## src/rtl/core_boot_ctrl_if.sv

```systemverilog
// Instruction loader stream: the loader drives words with valid, the
// boot controller answers with ready.
interface core_boot_ctrl_if #(
    parameter int DATA_W = 32
);
    // A word transfers on a rising clock edge where LOAD_VALID and LOAD_READY are both high;
    // LOAD_DATA must be stable whenever LOAD_VALID is high, and LOAD_READY never depends on LOAD_VALID.
    logic [DATA_W-1:0] LOAD_DATA;
    logic              LOAD_VALID;
    logic              LOAD_READY;

    modport master (output LOAD_DATA, output LOAD_VALID, input LOAD_READY);
    modport slave  (input LOAD_DATA, input LOAD_VALID, output LOAD_READY);
endinterface

```

## src/rtl/core_boot_ctrl.sv

```systemverilog
// Boot/run sequencer: loads instruction memory from a word stream while the
// core is held in reset, then releases the core and counts its run cycles.
module core_boot_ctrl #(
    parameter int ADDR_W = 10,
    parameter int DATA_W = 32
) (
    input  logic              CLK,
    input  logic              RESET_N,
    input  logic              START_LOAD,
    input  logic              START_RUN,
    input  logic              HALT_REQ,
    input  logic [ADDR_W:0]   LOAD_LEN,
    core_boot_ctrl_if.slave   ld,
    output logic              IMEM_WE,
    output logic [ADDR_W-1:0] IMEM_WADDR,
    output logic [DATA_W-1:0] IMEM_WDATA,
    output logic              CORE_RESET_N,
    output logic              BUSY,
    output logic              RUNNING,
    output logic [31:0]       CYCLE_COUNT,
    output logic              ERR,
    output logic [1:0]        STATE_DBG
);

    typedef enum logic [1:0] {
        S_IDLE    = 2'd0,
        S_LOAD    = 2'd1,
        S_RELEASE = 2'd2,
        S_RUN     = 2'd3
    } state_t;

    localparam logic [ADDR_W:0] ONE     = (ADDR_W + 1)'(1);
    localparam logic [ADDR_W:0] MAX_LEN = {1'b1, {ADDR_W{1'b0}}};

    state_t              state_q, state_d;
    logic [ADDR_W:0]     len_q, len_d;
    logic [ADDR_W:0]     cnt_q, cnt_d;
    logic                we_q, we_d;
    logic [ADDR_W-1:0]   waddr_q, waddr_d;
    logic [DATA_W-1:0]   wdata_q, wdata_d;
    logic                core_rst_n_q, core_rst_n_d;
    logic                busy_q, busy_d;
    logic                running_q, running_d;
    logic [31:0]         cyc_q, cyc_d;
    logic                err_q, err_d;
    logic                hs;
    logic                len_ok;

    always_ff @(posedge CLK or negedge RESET_N) begin
        if (!RESET_N) begin
            state_q      <= S_IDLE;
            len_q        <= '0;
            cnt_q        <= '0;
            we_q         <= 1'b0;
            waddr_q      <= '0;
            wdata_q      <= '0;
            core_rst_n_q <= 1'b0;
            busy_q       <= 1'b0;
            running_q    <= 1'b0;
            cyc_q        <= '0;
            err_q        <= 1'b0;
        end else begin
            state_q      <= state_d;
            len_q        <= len_d;
            cnt_q        <= cnt_d;
            we_q         <= we_d;
            waddr_q      <= waddr_d;
            wdata_q      <= wdata_d;
            core_rst_n_q <= core_rst_n_d;
            busy_q       <= busy_d;
            running_q    <= running_d;
            cyc_q        <= cyc_d;
            err_q        <= err_d;
        end
    end

    always_comb begin
        state_d = state_q;
        len_d   = len_q;
        cnt_d   = cnt_q;
        we_d    = 1'b0;
        waddr_d = waddr_q;
        wdata_d = wdata_q;
        cyc_d   = cyc_q;
        err_d   = err_q;
        hs      = ld.LOAD_VALID && (state_q == S_LOAD);
        len_ok  = (LOAD_LEN != '0) && (LOAD_LEN <= MAX_LEN);

        // A word accepted this cycle is always written, even when a halt aborts the load.
        if (hs) begin
            we_d    = 1'b1;
            waddr_d = cnt_q[ADDR_W-1:0];
            wdata_d = ld.LOAD_DATA;
            cnt_d   = cnt_q + ONE;
        end

        case (state_q)
            S_IDLE: begin
                if (START_LOAD) begin
                    if (len_ok) begin
                        len_d   = LOAD_LEN;
                        cnt_d   = '0;
                        cyc_d   = '0;
                        err_d   = 1'b0;
                        state_d = S_LOAD;
                    end else begin
                        err_d = 1'b1;
                    end
                end else if (START_RUN) begin
                    cyc_d   = '0;
                    state_d = S_RELEASE;
                end
            end
            S_LOAD: begin
                if (HALT_REQ)                          state_d = S_IDLE;
                else if (hs && (cnt_q == len_q - ONE)) state_d = S_RELEASE;
            end
            S_RELEASE: begin
                state_d = HALT_REQ ? S_IDLE : S_RUN;
            end
            S_RUN: begin
                if (HALT_REQ)            state_d = S_IDLE;
                else if (cyc_q != '1)    cyc_d = cyc_q + 32'd1;
            end
            default: state_d = S_IDLE;
        endcase

        // Status flags are registered from the next state so they line up with state_q.
        busy_d       = (state_d == S_LOAD);
        core_rst_n_d = (state_d == S_RUN);
        running_d    = (state_d == S_RUN);
    end

    assign ld.LOAD_READY = (state_q == S_LOAD);
    assign IMEM_WE       = we_q;
    assign IMEM_WADDR    = waddr_q;
    assign IMEM_WDATA    = wdata_q;
    assign CORE_RESET_N  = core_rst_n_q;
    assign BUSY          = busy_q;
    assign RUNNING       = running_q;
    assign CYCLE_COUNT   = cyc_q;
    assign ERR           = err_q;
    assign STATE_DBG     = state_q;

endmodule
```

## src/flat_wrapper.sv

```systemverilog
// flat-port wrapper written by rule: the top's interface ports become plain ports
module core_boot_ctrl_flat 
#(
    parameter int ADDR_W = 10,
    parameter int DATA_W = 32
)
  (CLK, RESET_N, START_LOAD, START_RUN, HALT_REQ, LOAD_LEN, IMEM_WE, IMEM_WADDR, IMEM_WDATA, CORE_RESET_N, BUSY, RUNNING, CYCLE_COUNT, ERR, STATE_DBG, ld_LOAD_DATA, ld_LOAD_VALID, ld_LOAD_READY);
  core_boot_ctrl_if #(.DATA_W(DATA_W)) ld_i ();
  input  logic CLK;
  input  logic RESET_N;
  input  logic START_LOAD;
  input  logic START_RUN;
  input  logic HALT_REQ;
  input  logic [ADDR_W:0] LOAD_LEN;
  output logic IMEM_WE;
  output logic [ADDR_W-1:0] IMEM_WADDR;
  output logic [DATA_W-1:0] IMEM_WDATA;
  output logic CORE_RESET_N;
  output logic BUSY;
  output logic RUNNING;
  output logic [31:0] CYCLE_COUNT;
  output logic ERR;
  output logic [1:0] STATE_DBG;
  input wire logic [$bits(ld_i.LOAD_DATA)-1:0] ld_LOAD_DATA;
  input wire logic [$bits(ld_i.LOAD_VALID)-1:0] ld_LOAD_VALID;
  output wire logic [$bits(ld_i.LOAD_READY)-1:0] ld_LOAD_READY;
  assign ld_i.LOAD_DATA = ld_LOAD_DATA;
  assign ld_i.LOAD_VALID = ld_LOAD_VALID;
  assign ld_LOAD_READY = ld_i.LOAD_READY;
  core_boot_ctrl #(.ADDR_W(ADDR_W), .DATA_W(DATA_W)) u_core (.CLK(CLK), .RESET_N(RESET_N), .START_LOAD(START_LOAD), .START_RUN(START_RUN), .HALT_REQ(HALT_REQ), .LOAD_LEN(LOAD_LEN), .ld(ld_i), .IMEM_WE(IMEM_WE), .IMEM_WADDR(IMEM_WADDR), .IMEM_WDATA(IMEM_WDATA), .CORE_RESET_N(CORE_RESET_N), .BUSY(BUSY), .RUNNING(RUNNING), .CYCLE_COUNT(CYCLE_COUNT), .ERR(ERR), .STATE_DBG(STATE_DBG));
endmodule
```

## config.mk

```make
export PLATFORM = sky130hd
export DESIGN_NAME = core_boot_ctrl_flat
export DESIGN_NICKNAME = d
export VERILOG_FILES = /design/src/rtl/core_boot_ctrl_if.sv /design/src/rtl/core_boot_ctrl.sv /design/src/flat_wrapper.sv
export SDC_FILE = /design/constraint.sdc
export NUM_CORES = 1
export LEC_CHECK = 0
export BUFFER_PORTS_ARGS = -buffer_cell sky130_fd_sc_hd__buf_2
export CAP_MARGIN = 20
export CORE_MARGIN = 2
export CORE_UTILIZATION = 53
export CTS_CLUSTER_DIAMETER = 30
export DETAILED_ROUTE_END_ITERATION = 8
export GPL_TIMING_DRIVEN = 1
export HOLD_SLACK_MARGIN = 0.03
export PLACE_DENSITY = 0.78
export SLEW_MARGIN = 5
export SYNTH_ARGS = -nofsm -noshare
export SYNTH_HDL_FRONTEND = slang
export SYNTH_SLANG_ARGS = --single-unit
```

## constraint.sdc

```tcl
create_clock -name CLK -period 2.6 [get_ports CLK]
set_input_delay 0.13 -clock CLK [delete_from_list [all_inputs] [get_ports CLK]]
set_output_delay 0.13 -clock CLK [all_outputs]
set_load 0.05 [all_outputs]
```

* After elaboration in Yosys (flattened, before gate mapping) *
Cells that the tools add are included.

word-level totals
  register bits = 102
  bits of input ports = 49
  output and inout port bits = 82
  word-level logic and storage cells = 54

cells by class
  add/subtract/negate cells = 3
  order comparisons = 1
  equality and inequality tests = 11
  mux-type cells = 20
  reduce and logical (&&, ||, !) cells = 9

operator list
  kind                                                     number
  2-to-1 mux 32 bit                                        5
  one-hot mux 32 bit (2 select lines)                      1
  2-to-1 mux 11 bit                                        4
  adder 32 x 1 -> 32 bit (second input constant)           1
  != test 32 bit (second input constant)                   1
  2-to-1 mux 2 bit                                         7
  adder 11 x 1 -> 11 bit (second input constant)           1
  equality test 11 bit                                     1
  less-or-equal comparator 11 bit (second input constant)  1
  nonzero test 11 bit                                      1
  subtractor 11 x 1 -> 11 bit (second input constant)      1
  one-hot mux 2 bit (4 select lines)                       1
  equality test 2 bit (second input constant)              3
  AND reduction 5 bit                                      1
  equality test 2 x 1 -> 1 bit (second input constant)     2
  logical AND 1 bit                                        3
  != test 3 x 2 -> 1 bit (second input constant)           1
  != test 3 bit (second input constant)                    1
  AND reduction 3 bit                                      1
  logical NOT 2 bit                                        1
  2-to-1 mux 1 bit                                         2
  != test 2 x 1 -> 1 bit (second input constant)           1
  != test 2 bit (second input constant)                    1
  AND reduction 2 bit                                      1
  nonzero test 2 bit                                       1

* Longest topological paths before layout *
Gate-level depths: netlist (run 1).

  depth in word-level cells = 7
  mapped depth = 9
  depth with buffers taken out = 8

* Least setup slack after synthesis (run 1) *
OpenSTA, ideal clock, no wires.

  path type = reg2reg
  from = reg u_core.state_q[0], in the netlist u_core.STATE_DBG[0]
  to = reg u_core.state_q[0], in the netlist u_core.STATE_DBG[0]
  library setup time = 0.126 ns
  arrival time = 2.454 ns
  required time = 2.474 ns
  path slack = 0.020 ns
  stages on the path, launching flop included = 8
  buffers on the path = 0
  clock period less this slack = 2.580 ns
  cell sequence = dfrtp_1 > and2b_1 > nand2_1 > inv_2 > nand4_1 > nor4_1 > o2111ai_1 > a311o_1

on the way
  longest elaborated chain between the ends = 6
  elaborated cells between the ends (all ways) = 13
  those cells by class = eq/ne (3); mux (7); reduce/logical (3)

RTL lines
  element                                 RTL line               RTL
  start: declaration                      core_boot_ctrl.sv:35   state_t state_q, state_d;
  start signal: assignment                core_boot_ctrl.sv:63   state_q <= state_d;
  equality test 2 x 1 -> 1 bit (*)        n/a
  named net ld_LOAD_READY                 flat_wrapper.sv:26     output wire logic [$bits(ld_i.LOAD_READY)-1:0] ld_LOAD_READY;
  logical AND 1 bit                       core_boot_ctrl.sv:86   hs = ld.LOAD_VALID && (state_q == S_LOAD);
  logical AND 1 bit                       core_boot_ctrl.sv:116  else if (hs && (cnt_q == len_q - ONE)) state_d = S_RELEASE;
  2-to-1 mux 2 bit                        core_boot_ctrl.sv:116
  2-to-1 mux 2 bit                        core_boot_ctrl.sv:115  if (HALT_REQ) state_d = S_IDLE;
  one-hot mux 2 bit (4 select lines) (*)  core_boot_ctrl.sv:97   case (state_q)
  named net u_core.state_d[0]             core_boot_ctrl.sv:35

The timed path passes the listed nets; every way through them passes the cells marked *.
A chain may end at the register's enable or synchronous reset.

* Worst setup path after layout (run 1) *
  from = in LOAD_LEN[8]
  to = reg u_core.cyc_q[19], in the netlist u_core.CYCLE_COUNT[19]

on the way
  longest elaborated chain between the ends = 4
  elaborated cells between the ends (all ways) = 5
  those cells by class = order compare (1); eq/ne (1); reduce/logical (3)

RTL lines
  element                                                                        RTL line              RTL
  start: declaration                                                             flat_wrapper.sv:14    input logic [ADDR_W:0] LOAD_LEN;
  less-or-equal comparator 11 bit / nonzero test 11 bit (equally long branches)  core_boot_ctrl.sv:87  len_ok = (LOAD_LEN != '0) && (LOAD_LEN <= MAX_LEN);
  logical AND 1 bit (*)                                                          core_boot_ctrl.sv:87
  != test 3 x 2 -> 1 bit (no line) (*)                                           n/a
  AND reduction 5 bit (no line) (*)                                              n/a
  end signal: assignment                                                         core_boot_ctrl.sv:72  cyc_q <= cyc_d;
  end: declaration                                                               core_boot_ctrl.sv:44  logic [31:0] cyc_q, cyc_d;

Mark *: on every way between the ends. The rest lies on a longest branch, timed or not.

==> results.toml, run 1 <==
[sta]
setup_viol = 0
post-route-period-util_pct = 94.1
slew_viol_final = 0
worst_slew_pin_slew_ns = 0.655
whs_ns = 0.0624
relSlewSlack_pct = 56.3
hold_viol_final = 0
fmax_mhz = 409
rsz0062_at_grt = "false"
fin_setup_tns_ns = 0
clock_skew_ns = 0.0202
period_needed_ns = 2.45
setup_ws_ns = 0.152

[synth]
ys_ff_latch = 102
syn_avg_cell_area_um2 = 9.20
async_flop_share_pct = 100
ys.flop_type = "dfrtp_1"
synth_cells = 533
ys_seq_area_share_pct = 52.0
syn_area_um2 = 4910
synth-edff-count = 0
syn_nets = 585
synth.distinct_cells = 51
synth_warnings = 0

[clocking]
clockBufferDepth = 2
clkLatencyLatePin_ns = 0.37
cts.repair.resized = 0
clk_pin_slew_worst_paths_ns = 0.11
cts_tree = "yes"
cts_htree_levels = 3
cts_made_buffers = 9
cts.sinks = 102
root_buffer = "clkbuf_8"

[hold_path]
min_path_type = "primary input to flop"
min_delay_path_depth = 3
hold_path_end = "u_core.len_q[10]"
hp-start = "LOAD_LEN[10]"

[placed_design]
dp_slack_ns = 0.271
gp_congestion = 0.835
io_buffers = 130
dp.cells = 760
dpl.hpwl_um = 8050
place_area_um2 = 5700

[floorplanning]
row_count = 35
initial_core_util_pct = 53.9
die_w_um = 100
die_area_um2 = 10000
pin_count = 131
core_um2 = 9110
chipHeight_um = 100

[power_and_ir_drop]
powerDensity_nw_per_um2 = 914
total_power_mw = 5.80
swShare_pct = 46.3
p_switching_mw = 2.69
power.leakage_nw = 3.18
comb_power_share_pct = 42.2
peakVddDrop_v = 0.000659
pwr-share-seq_pct = 39.7
pwr-share-clk_pct = 18.1
intPower_mw = 3.11

[detailed_routing]
final_antenna_net_count = 0
avgRoutedWirePerCell_um = 15.1
totalWireLength_um = 12300
via_count = 4421
drt-initial-drc-count = 185
drcViolationCount = 0
via_per_inst = 5.39
drtPass1Iterations = 5

[global_route]
grt_max_degree = 53
grt_overflow = 0
grt_usage_pct = 25.1
grt_pass1_wl_um = 20200
antenna_found_initial = 0
grt_pass1_vias = 4333

[final_layout]
area_delta_synth_final_pct = 29.3
layout.nets = 756
diodes = 0
drive_gt1_share_pct = 25.2
final_util_pct = 69.6
fin_area_um2 = 6340
fin_cells = 820

[flow_run]
drv_cap = 0

[setup_path]
crit_chain = "dlygate4sd3_1 -> buf_2 -> nor4_1 -> and4_1 -> o31ai_4 -> buf_12 -> or2_2 -> or3_1 -> a21oi_1"
critPathMaxFanout = 30
cp.required_ns = 2.91
start_kind = "primary input"
slowest_stage = "dlygate4sd3_1"
r2r-end = "u_core.CYCLE_COUNT[19]"
slowest_delay_ns = 0.54
arrival_ns = 2.76
crit_type = "primary input to flop"
r2r_slack_ns = 0.22
r2r_start = "u_core.CYCLE_COUNT[24]"
end_kind = "flop"
r2r_cells = 6

[outcome]
status = "finished, final reports clean"
[logic make-up (layout without fill, tap and decap cells)]
kind of cell,count (synthesis),after routing,share of synthesized area [%]
buf+inv,38,214,3.37
compound gates,27,27,3.60
fa+ha+maj,3,3,0.765
xor+xnor,54,54,9.64
simple gates,299,299,28.3
mux,10,10,2.30
flops,102,102,52.0
[sequential cells by signal, summed over array words and instances (netlist names)]
signal and cells:
u_core.BUSY 1, u_core.len_q 11, u_core.STATE_DBG 2, u_core.CORE_RESET_N 1
u_core.CYCLE_COUNT 32, u_core.IMEM_WADDR 10, u_core.cnt_q 11, u_core.IMEM_WE 1
u_core.IMEM_WDATA 32, u_core.ERR 1
[critical path: cells and delay by family]
kind            cells  cell delay [ns]
simple gates        4             1.53
buf+inv             3             0.86
compound gates      2             0.23
[worst max-delay path by stage]
stage	start	endpoint	slack (ns)	cells after the start
2_1_floorplan	u_core.STATE_DBG[0]	u_core.STATE_DBG[0]	0.02	7
3_3_place_gp	u_core.CYCLE_COUNT[0]	u_core.CYCLE_COUNT[13]	0.32	7
3_5_place_dp	u_core.CYCLE_COUNT[25]	u_core.CYCLE_COUNT[19]	0.27	6
4_1_cts	LOAD_LEN[9]	u_core.CYCLE_COUNT[19]	0.17	9
5_1_grt	u_core.CYCLE_COUNT[24]	u_core.CYCLE_COUNT[19]	0.02	6
6_report	LOAD_LEN[8]	u_core.CYCLE_COUNT[19]	0.15	9
[cell usage after synthesis (2+ instances only)]
cell type | number | share of area [%]
xor2_1 | 15 | 2.7
o21ai_0 | 7 | 0.71
nor3_2 | 2 | 0.41
buf_1 | 4 | 0.31
nor2_2 | 2 | 0.25
nor3b_1 | 2 | 0.31
nor3_1 | 11 | 1.1
and3_1 | 6 | 0.77
inv_1 | 14 | 1.1
clkbuf_1 | 8 | 0.61
nand2_1 | 148 | 11
or3_1 | 2 | 0.25
a31o_2 | 2 | 0.36
nor4_1 | 17 | 2.2
nor2_1 | 57 | 4.4
o21ai_1 | 2 | 0.20
or4_1 | 4 | 0.61
nand4_1 | 14 | 1.8
a31oi_1 | 4 | 0.51
nand3_1 | 17 | 1.7
dfrtp_1 | 102 | 52
mux2_2 | 10 | 2.3
xnor2_1 | 39 | 7.0
and4_1 | 2 | 0.36
nand2b_1 | 2 | 0.25
buf_2 | 9 | 0.92
nand3b_1 | 2 | 0.31
a21oi_1 | 4 | 0.41
ha_1 | 3 | 0.77
[layout make-up]
cell class / instances / area, µm²
clock buffers: 10 / 138
multi-input cells: 393 / 2200
repair buffers: 183 / 1190
inverters: 15 / 56.3
fillers: 696 / 2770
well taps: 111 / 139
clock inverters: 6 / 70.1
flip-flops and latches: 102 / 2550
[cell usage in the layout (no fill, tap or decap), types with 4 or more instances in the layout]
cell type	netlist	routed
nor3_1	11	11
dlygate4sd3_1	0	44
nor2_1	57	57
a21oi_1	4	4
nor4_1	17	17
nand4_1	14	14
clkbuf_8	0	10
nand3_1	17	17
or4_1	4	4
xor2_1	15	15
and3_1	6	6
dfrtp_1	102	102
o21ai_0	7	7
buf_2	9	129
inv_1	14	14
xnor2_1	39	39
mux2_2	10	10
nand2_1	148	148
buf_4	1	8
a31oi_1	4	4
[layer usage]
metal,vias up,share of wire (%),GRT usage [%]
met5,-,0,0
met4,0,2.1,8.85
met3,29,5.5,5.71
met2,160,51,42.3
met1,2120,42,31.8
li1,2112,-,-
[power groups by stage]
stage               clock [mW]  sequential (mW)  combinational, mW
CTS                       1.08             2.29               2.45
global placement             0             2.30               2.34
detailed placement           0             2.31               2.39
floorplan                    0             3.29              0.764
finish                    1.05             2.30               2.45
global route              1.14             2.35               2.62
[repair_timing]
action / in CTS / in global routing
hold endpoints to repair: 93 / 0
buffers inserted: 0 / 0
hold buffers: 44 / 0
endpoints found under the setup margin: 0 / 0
Note: power is estimated with default switching activity, not from simulation.
==> run 2: changes to the inputs <==
--- a/config.mk
+++ b/config.mk
@@ -7,13 +7,12 @@
 export LEC_CHECK = 0
 export BUFFER_PORTS_ARGS = -buffer_cell sky130_fd_sc_hd__buf_2
 export CAP_MARGIN = 20
-export CORE_MARGIN = 2
-export CORE_UTILIZATION = 53
+export CORE_UTILIZATION = 50
 export CTS_CLUSTER_DIAMETER = 30
 export DETAILED_ROUTE_END_ITERATION = 8
 export GPL_TIMING_DRIVEN = 1
 export HOLD_SLACK_MARGIN = 0.03
-export PLACE_DENSITY = 0.78
+export PLACE_DENSITY = 0.74
 export SLEW_MARGIN = 5
 export SYNTH_ARGS = -nofsm -noshare
 export SYNTH_HDL_FRONTEND = slang
==> run 2 against run 1 <==
Effect of this change: combinational power is essentially flat; first-iteration DRC count shrank 8.1%; die area grew 1.7%; clock skew shrank 0.0062 ns; critical path type unchanged; highest routed layer unchanged; clock power is essentially flat; wire length shrank 1.5%.
==> results.toml, run 2 (synthesis results as in run 1) <==
[outcome]
status = "finished, final reports clean"

[setup_path]
crit_type = "primary input to flop"
r2r_slack_ns = 0.22
r2r-end = "u_core.STATE_DBG[0]"
end_kind = "flop"
slowest_delay_ns = 0.60
slowest_stage = "o31ai_4"
critPathMaxFanout = 16
cpMostUsedCell = "buf_4"
arrival_ns = 2.75
timing.critical_path.from = "LOAD_LEN[9]"
cp.required_ns = 2.87
crit_chain = "dlygate4sd3_1 -> buf_2 -> nor4_1 -> buf_4 -> o221ai_1 -> o31ai_4 -> buf_4 -> nor3_1 -> xnor2_1 -> nor2_1"
r2r_start = "u_core.len_q[3]"
start_kind = "primary input"
r2r_cells = 6
cp-endpoint = "u_core.CYCLE_COUNT[24]"

[floorplanning]
chipHeight_um = 101
row_count = 35
pin_count = 131
core_um2 = 9370
die_area_um2 = 10200
die_w_um = 101
initial_core_util_pct = 52.3

[global_route]
grt_overflow = 0
grt_max_degree = 57
grt_pass1_wl_um = 20100
antenna_found_initial = 0
grt_usage_pct = 25.2
grt_pass1_vias = 4236

[detailed_routing]
drcViolationCount = 0
via_count = 4372
totalWireLength_um = 12200
via_per_inst = 5.22
drtPass1Iterations = 5
avgRoutedWirePerCell_um = 14.5
final_antenna_net_count = 0
drt-initial-drc-count = 170

[placed_design]
io_buffers = 130
gp_congestion = 0.875
dp_slack_ns = 0.267
place_area_um2 = 5730
dpl.hpwl_um = 8210
dp.cells = 779

[sta]
setup_viol = 0
worst_slew_pin_slew_ns = 0.721
whs_ns = 0.0383
rsz0062_at_grt = "false"
fmax_mhz = 404
slew_viol_final = 0
hold_viol_final = 0
post-route-period-util_pct = 95.2
period_needed_ns = 2.47
relSlewSlack_pct = 51.5
setup_ws_ns = 0.126
fin_setup_tns_ns = 0
clock_skew_ns = 0.0140

[final_layout]
fin_cells = 838
area_delta_synth_final_pct = 29.5
final_common_cell = "nand2_1"
final_util_pct = 67.8
final_cell_mix = "nand2_1, buf_2, dfrtp_1, nor2_1, dlygate4sd3_1"
layout.nets = 756
diodes = 0
fin_area_um2 = 6350
drive_gt1_share_pct = 25.2

[clocking]
clk_pin_slew_worst_paths_ns = 0.10
root_buffer = "clkbuf_8"
ctsHoldBuffers = 43
clkLatencyLatePin_ns = 0.37
clockBufferDepth = 2
cts.repair.resized = 0
cts_htree_levels = 3
cts_made_buffers = 9
cts_tree = "yes"
post-cts-setup-buffer-count = 0
cts.sinks = 102

[power_and_ir_drop]
swShare_pct = 46.0
powerDensity_nw_per_um2 = 902
comb_power_share_pct = 42.5
pwr-share-clk_pct = 17.7
total_power_mw = 5.73
intPower_mw = 3.10
peakVddDrop_v = 0.000653
pwr-share-seq_pct = 39.8
power.leakage_nw = 3.18
p_switching_mw = 2.64

[hold_path]
min_path_type = "primary input to flop"

[flow_run]
drv_cap = 0
## run 2: final cells by class
class	count	area [µm²]
Clock buffer	11	141
Clock inverter	5	56.3
Fill cell	783	3020
Inverter	15	56.3
Multi-Input combinational cell	393	2200
Sequential cell	102	2550
Tap cell	129	161
Timing Repair Buffer	183	1180
## run 2: power groups by stage
stage / Clock (mW) / Combinational (mW) / Sequential, mW
floorplan: 0 / 0.764 / 3.29
global placement: 0 / 2.35 / 2.28
detailed placement: 0 / 2.39 / 2.29
CTS: 1.05 / 2.44 / 2.27
global route: 1.11 / 2.61 / 2.33
finish: 1.02 / 2.44 / 2.28
## run 2: worst min path at each step
stage                           start                endpoint  slack (ns)  cells past startpoint
after global placement        RESET_N              u_core.ERR        0.18                      1
after floorplan               RESET_N             u_core.BUSY       -0.17                      0
final                     LOAD_LEN[7]         u_core.len_q[7]        0.04                      2
after detailed placement      RESET_N  u_core.CYCLE_COUNT[27]        0.19                      1
after global routing      LOAD_LEN[7]         u_core.len_q[7]        0.04                      2
after CTS                 LOAD_LEN[7]         u_core.len_q[7]        0.03                      2
## run 2: routing by layer
metal | share of wire (%) | global-route usage (%)
met2 | 50 | 41.7
met3 | 4.4 | 5.34
met1 | 44 | 32.9
met5 | 0 | 0
met4 | 2.2 | 8.70
## run 2: critical path, delay by kind of cell
family | cells | cell delay (ns)
AND/OR/NAND/NOR | 3 | 0.49
XOR/XNOR | 1 | 0.20
buffers and inverters | 4 | 1.15
AO/OA/AOI/OAI | 2 | 0.76
==> run 3: changes to the inputs <==
--- a/config.mk
+++ b/config.mk
@@ -5,15 +5,17 @@
 export SDC_FILE = /design/constraint.sdc
 export NUM_CORES = 1
 export LEC_CHECK = 0
+export ABC_AREA = 1
 export BUFFER_PORTS_ARGS = -buffer_cell sky130_fd_sc_hd__buf_2
 export CAP_MARGIN = 20
-export CORE_UTILIZATION = 50
+export CORE_UTILIZATION = 49
 export CTS_CLUSTER_DIAMETER = 30
 export DETAILED_ROUTE_END_ITERATION = 8
 export GPL_TIMING_DRIVEN = 1
 export HOLD_SLACK_MARGIN = 0.03
-export PLACE_DENSITY = 0.74
+export PLACE_DENSITY = 0.75
 export SLEW_MARGIN = 5
 export SYNTH_ARGS = -nofsm -noshare
 export SYNTH_HDL_FRONTEND = slang
 export SYNTH_SLANG_ARGS = --single-unit
+export TNS_END_PERCENT = 50
==> constraint.sdc (replaced) <==
create_clock -name CLK -period 2.1 [get_ports CLK]
set_input_delay 0.105 -clock CLK [delete_from_list [all_inputs] [get_ports CLK]]
set_output_delay 0.105 -clock CLK [all_outputs]
set_load 0.05 [all_outputs]
==> run 3 against run 2 <==
Effect of this change: combinational power up 44%; global-route usage up 0.91 points; worst setup slack better by 0.047 ns; register-to-register slack worse by 0.05 ns; clock skew about the same; first-iteration DRC count up 96%; synthesized area up 11%; synthesized cell count up 40%; sequential cell count unchanged; final cell count up 31%; die area up 13%; critical endpoint is now u_core.CYCLE_COUNT[13].
==> results.toml, run 3 <==
[floorplanning]
chipHeight_um = 107
initial_core_util_pct = 50.1
die_area_um2 = 11500
row_count = 38
die_w_um = 107
pin_count = 131
core_um2 = 10800

[sta]
clock_skew_ns = 0.0144
slew_viol_final = 0
setup_ws_ns = 0.173
period_needed_ns = 1.93
setup_viol = 0
fmax_mhz = 519
hold_viol_final = 0
relSlewSlack_pct = 57.0
worst_slew_pin_slew_ns = 0.645
whs_ns = 0.114
fin_setup_tns_ns = 0
post-route-period-util_pct = 91.8

[global_route]
grt_max_degree = 50
grt_pass1_wl_um = 23900
grt_usage_pct = 26.1
grt_pass1_vias = 5208
antenna_found_initial = 0
grt_overflow = 0

[outcome]
status = "finished, final reports clean"

[power_and_ir_drop]
peakVddDrop_v = 0.00116
pwr-share-seq_pct = 36.4
powerDensity_nw_per_um2 = 1070
comb_power_share_pct = 45.4
p_switching_mw = 3.71
swShare_pct = 47.9
pwr-share-clk_pct = 18.2
power.leakage_nw = 3.87
intPower_mw = 4.04
total_power_mw = 7.74

[final_layout]
fin_cells = 1101
drive_gt1_share_pct = 21.9
diodes = 0
final_common_cell = "nand2_1"
area_delta_synth_final_pct = 33.5
fin_area_um2 = 7250
regArea_um2 = 2550
final_util_pct = 66.9
multi_input_area_um2 = 2560
num-fill-cells = 929
layout.nets = 1008
final_cell_mix = "nand2_1, buf_2, dfrtp_1, nor2_1, inv_1"

[synth]
synth-edff-count = 0
synth_warnings = 0
async_flop_share_pct = 100
syn_avg_cell_area_um2 = 7.29
syn_nets = 797
synth.distinct_cells = 29
ys.flop_type = "dfrtp_1"
synth_area_leaders = "dfrtp_1, nand2_1, nor2_1"
yosysMostFrequentCell = "nand2_1"
ys_seq_area_share_pct = 47.0
synth_top_area_share_pct = 47.0
ys_top_cells_by_count = "nand2_1, dfrtp_1, nor2_1, inv_1, xor2_1"
synth_cells = 745
ys_ff_latch = 102
syn_area_um2 = 5430
yosys.area.top_type = "dfrtp_1"

[placed_design]
dpl.hpwl_um = 9880
gp_congestion = 0.883
io_buffers = 130
dp_slack_ns = 0.0170
place_area_um2 = 6500
dp.cells = 1038

[clocking]
root_buffer = "clkbuf_8"
clk_pin_slew_worst_paths_ns = 0.11
cts_tree = "yes"
clockBufferDepth = 2
clkLatencyLatePin_ns = 0.37
cts_htree_levels = 3
cts.sinks = 102
cts_made_buffers = 9

[setup_path]
r2r_slack_ns = 0.17
arrival_ns = 2.19
r2r_cells = 11
r2r_start = "u_core.CYCLE_COUNT[0]"
critPathMaxFanout = 17
cp.required_ns = 2.36
r2r-end = "u_core.CYCLE_COUNT[13]"
start_kind = "flop"
timing.critical_path.from = "u_core.CYCLE_COUNT[0]"
crit_type = "flop to flop"
end_kind = "flop"

[detailed_routing]
totalWireLength_um = 14700
final_antenna_net_count = 0
drtPass1Iterations = 6
drt-initial-drc-count = 334
via_count = 5416
drcViolationCount = 0
avgRoutedWirePerCell_um = 13.3
via_per_inst = 4.92

[flow_run]
drv_cap = 0

[hold_path]
hp-start = "START_LOAD"
min_path_type = "primary input to flop"
min_delay_path_depth = 4
hold_path_end = "u_core.STATE_DBG[1]"
==> run 3: routing by layer <==
layer  up-vias  global-route usage [%]  part of all wire [%]
met5         -                       0                     0
met1      2491                    35.1                    45
met2       217                    43.8                    47
met4         0                    6.65                   1.1
li1       2691                       -                     -
met3        17                    4.48                   6.7
==> run 3: worst max-delay path, stage by stage (launching register included) <==
cell and delay (ns):
dfrtp_2 0.37, ha_1 0.19, nand2_1 0.09, nor2_2 0.16, nand2_2 0.08, nor2_2 0.14
nand2_1 0.08, a21oi_2 0.25, nor2_4 0.15, buf_8 0.18, nand2_1 0.06, nand2_1 0.06
==> run 3: worst max path at each step <==
stage                                  end  slack, ns  depth (start not counted)
floorplan           u_core.CYCLE_COUNT[31]       0.09                          9
global placement     u_core.CYCLE_COUNT[2]      -0.15                         10
detailed placement  u_core.CYCLE_COUNT[13]       0.02                         11
CTS                 u_core.CYCLE_COUNT[13]      0.007                         11
global route                   u_core.BUSY      -0.03                         13
finish              u_core.CYCLE_COUNT[13]       0.17                         11
==> run 3: kinds of logic (layout without fill, tap and decap cells) <==
kind of cell               Yosys count  in the layout  share of synthesized area, %
AOI/OAI and AO/OA                   24             24                          2.40
xor gates and xnor gates            42             42                          6.77
adders and majority gates            3              3                         0.691
buffers and inverters               91            306                          7.07
DFF                                102            102                          47.0
and+or+nand+nor                    483            484                          36.1
==> run 3: power groups by stage <==
stage	clock network (mW)	logic, mW	registers (mW)
3_5_place_dp	0	3.33	2.82
6_report	1.41	3.52	2.82
3_3_place_gp	0	3.25	2.83
2_1_floorplan	0	1.21	4.16
4_1_cts	1.42	3.39	2.81
5_1_grt	1.49	3.83	2.88
==> run 3: layout make-up <==
class	instances	area share (%)
inverters	68	3.57
clock inverters	6	1.31
clock buffers	10	1.76
multi-input cells	553	35.3
repair buffers	222	20.4
flip-flops and latches	102	35.2
well taps	140	2.41
==> run 3: repair_timing <==
action	in CTS	in global routing
hold buffers	46	0
buffers inserted	0	0
endpoints found under the setup margin	0	30
endpoints found under the hold margin	91	0
resized for setup	0	11
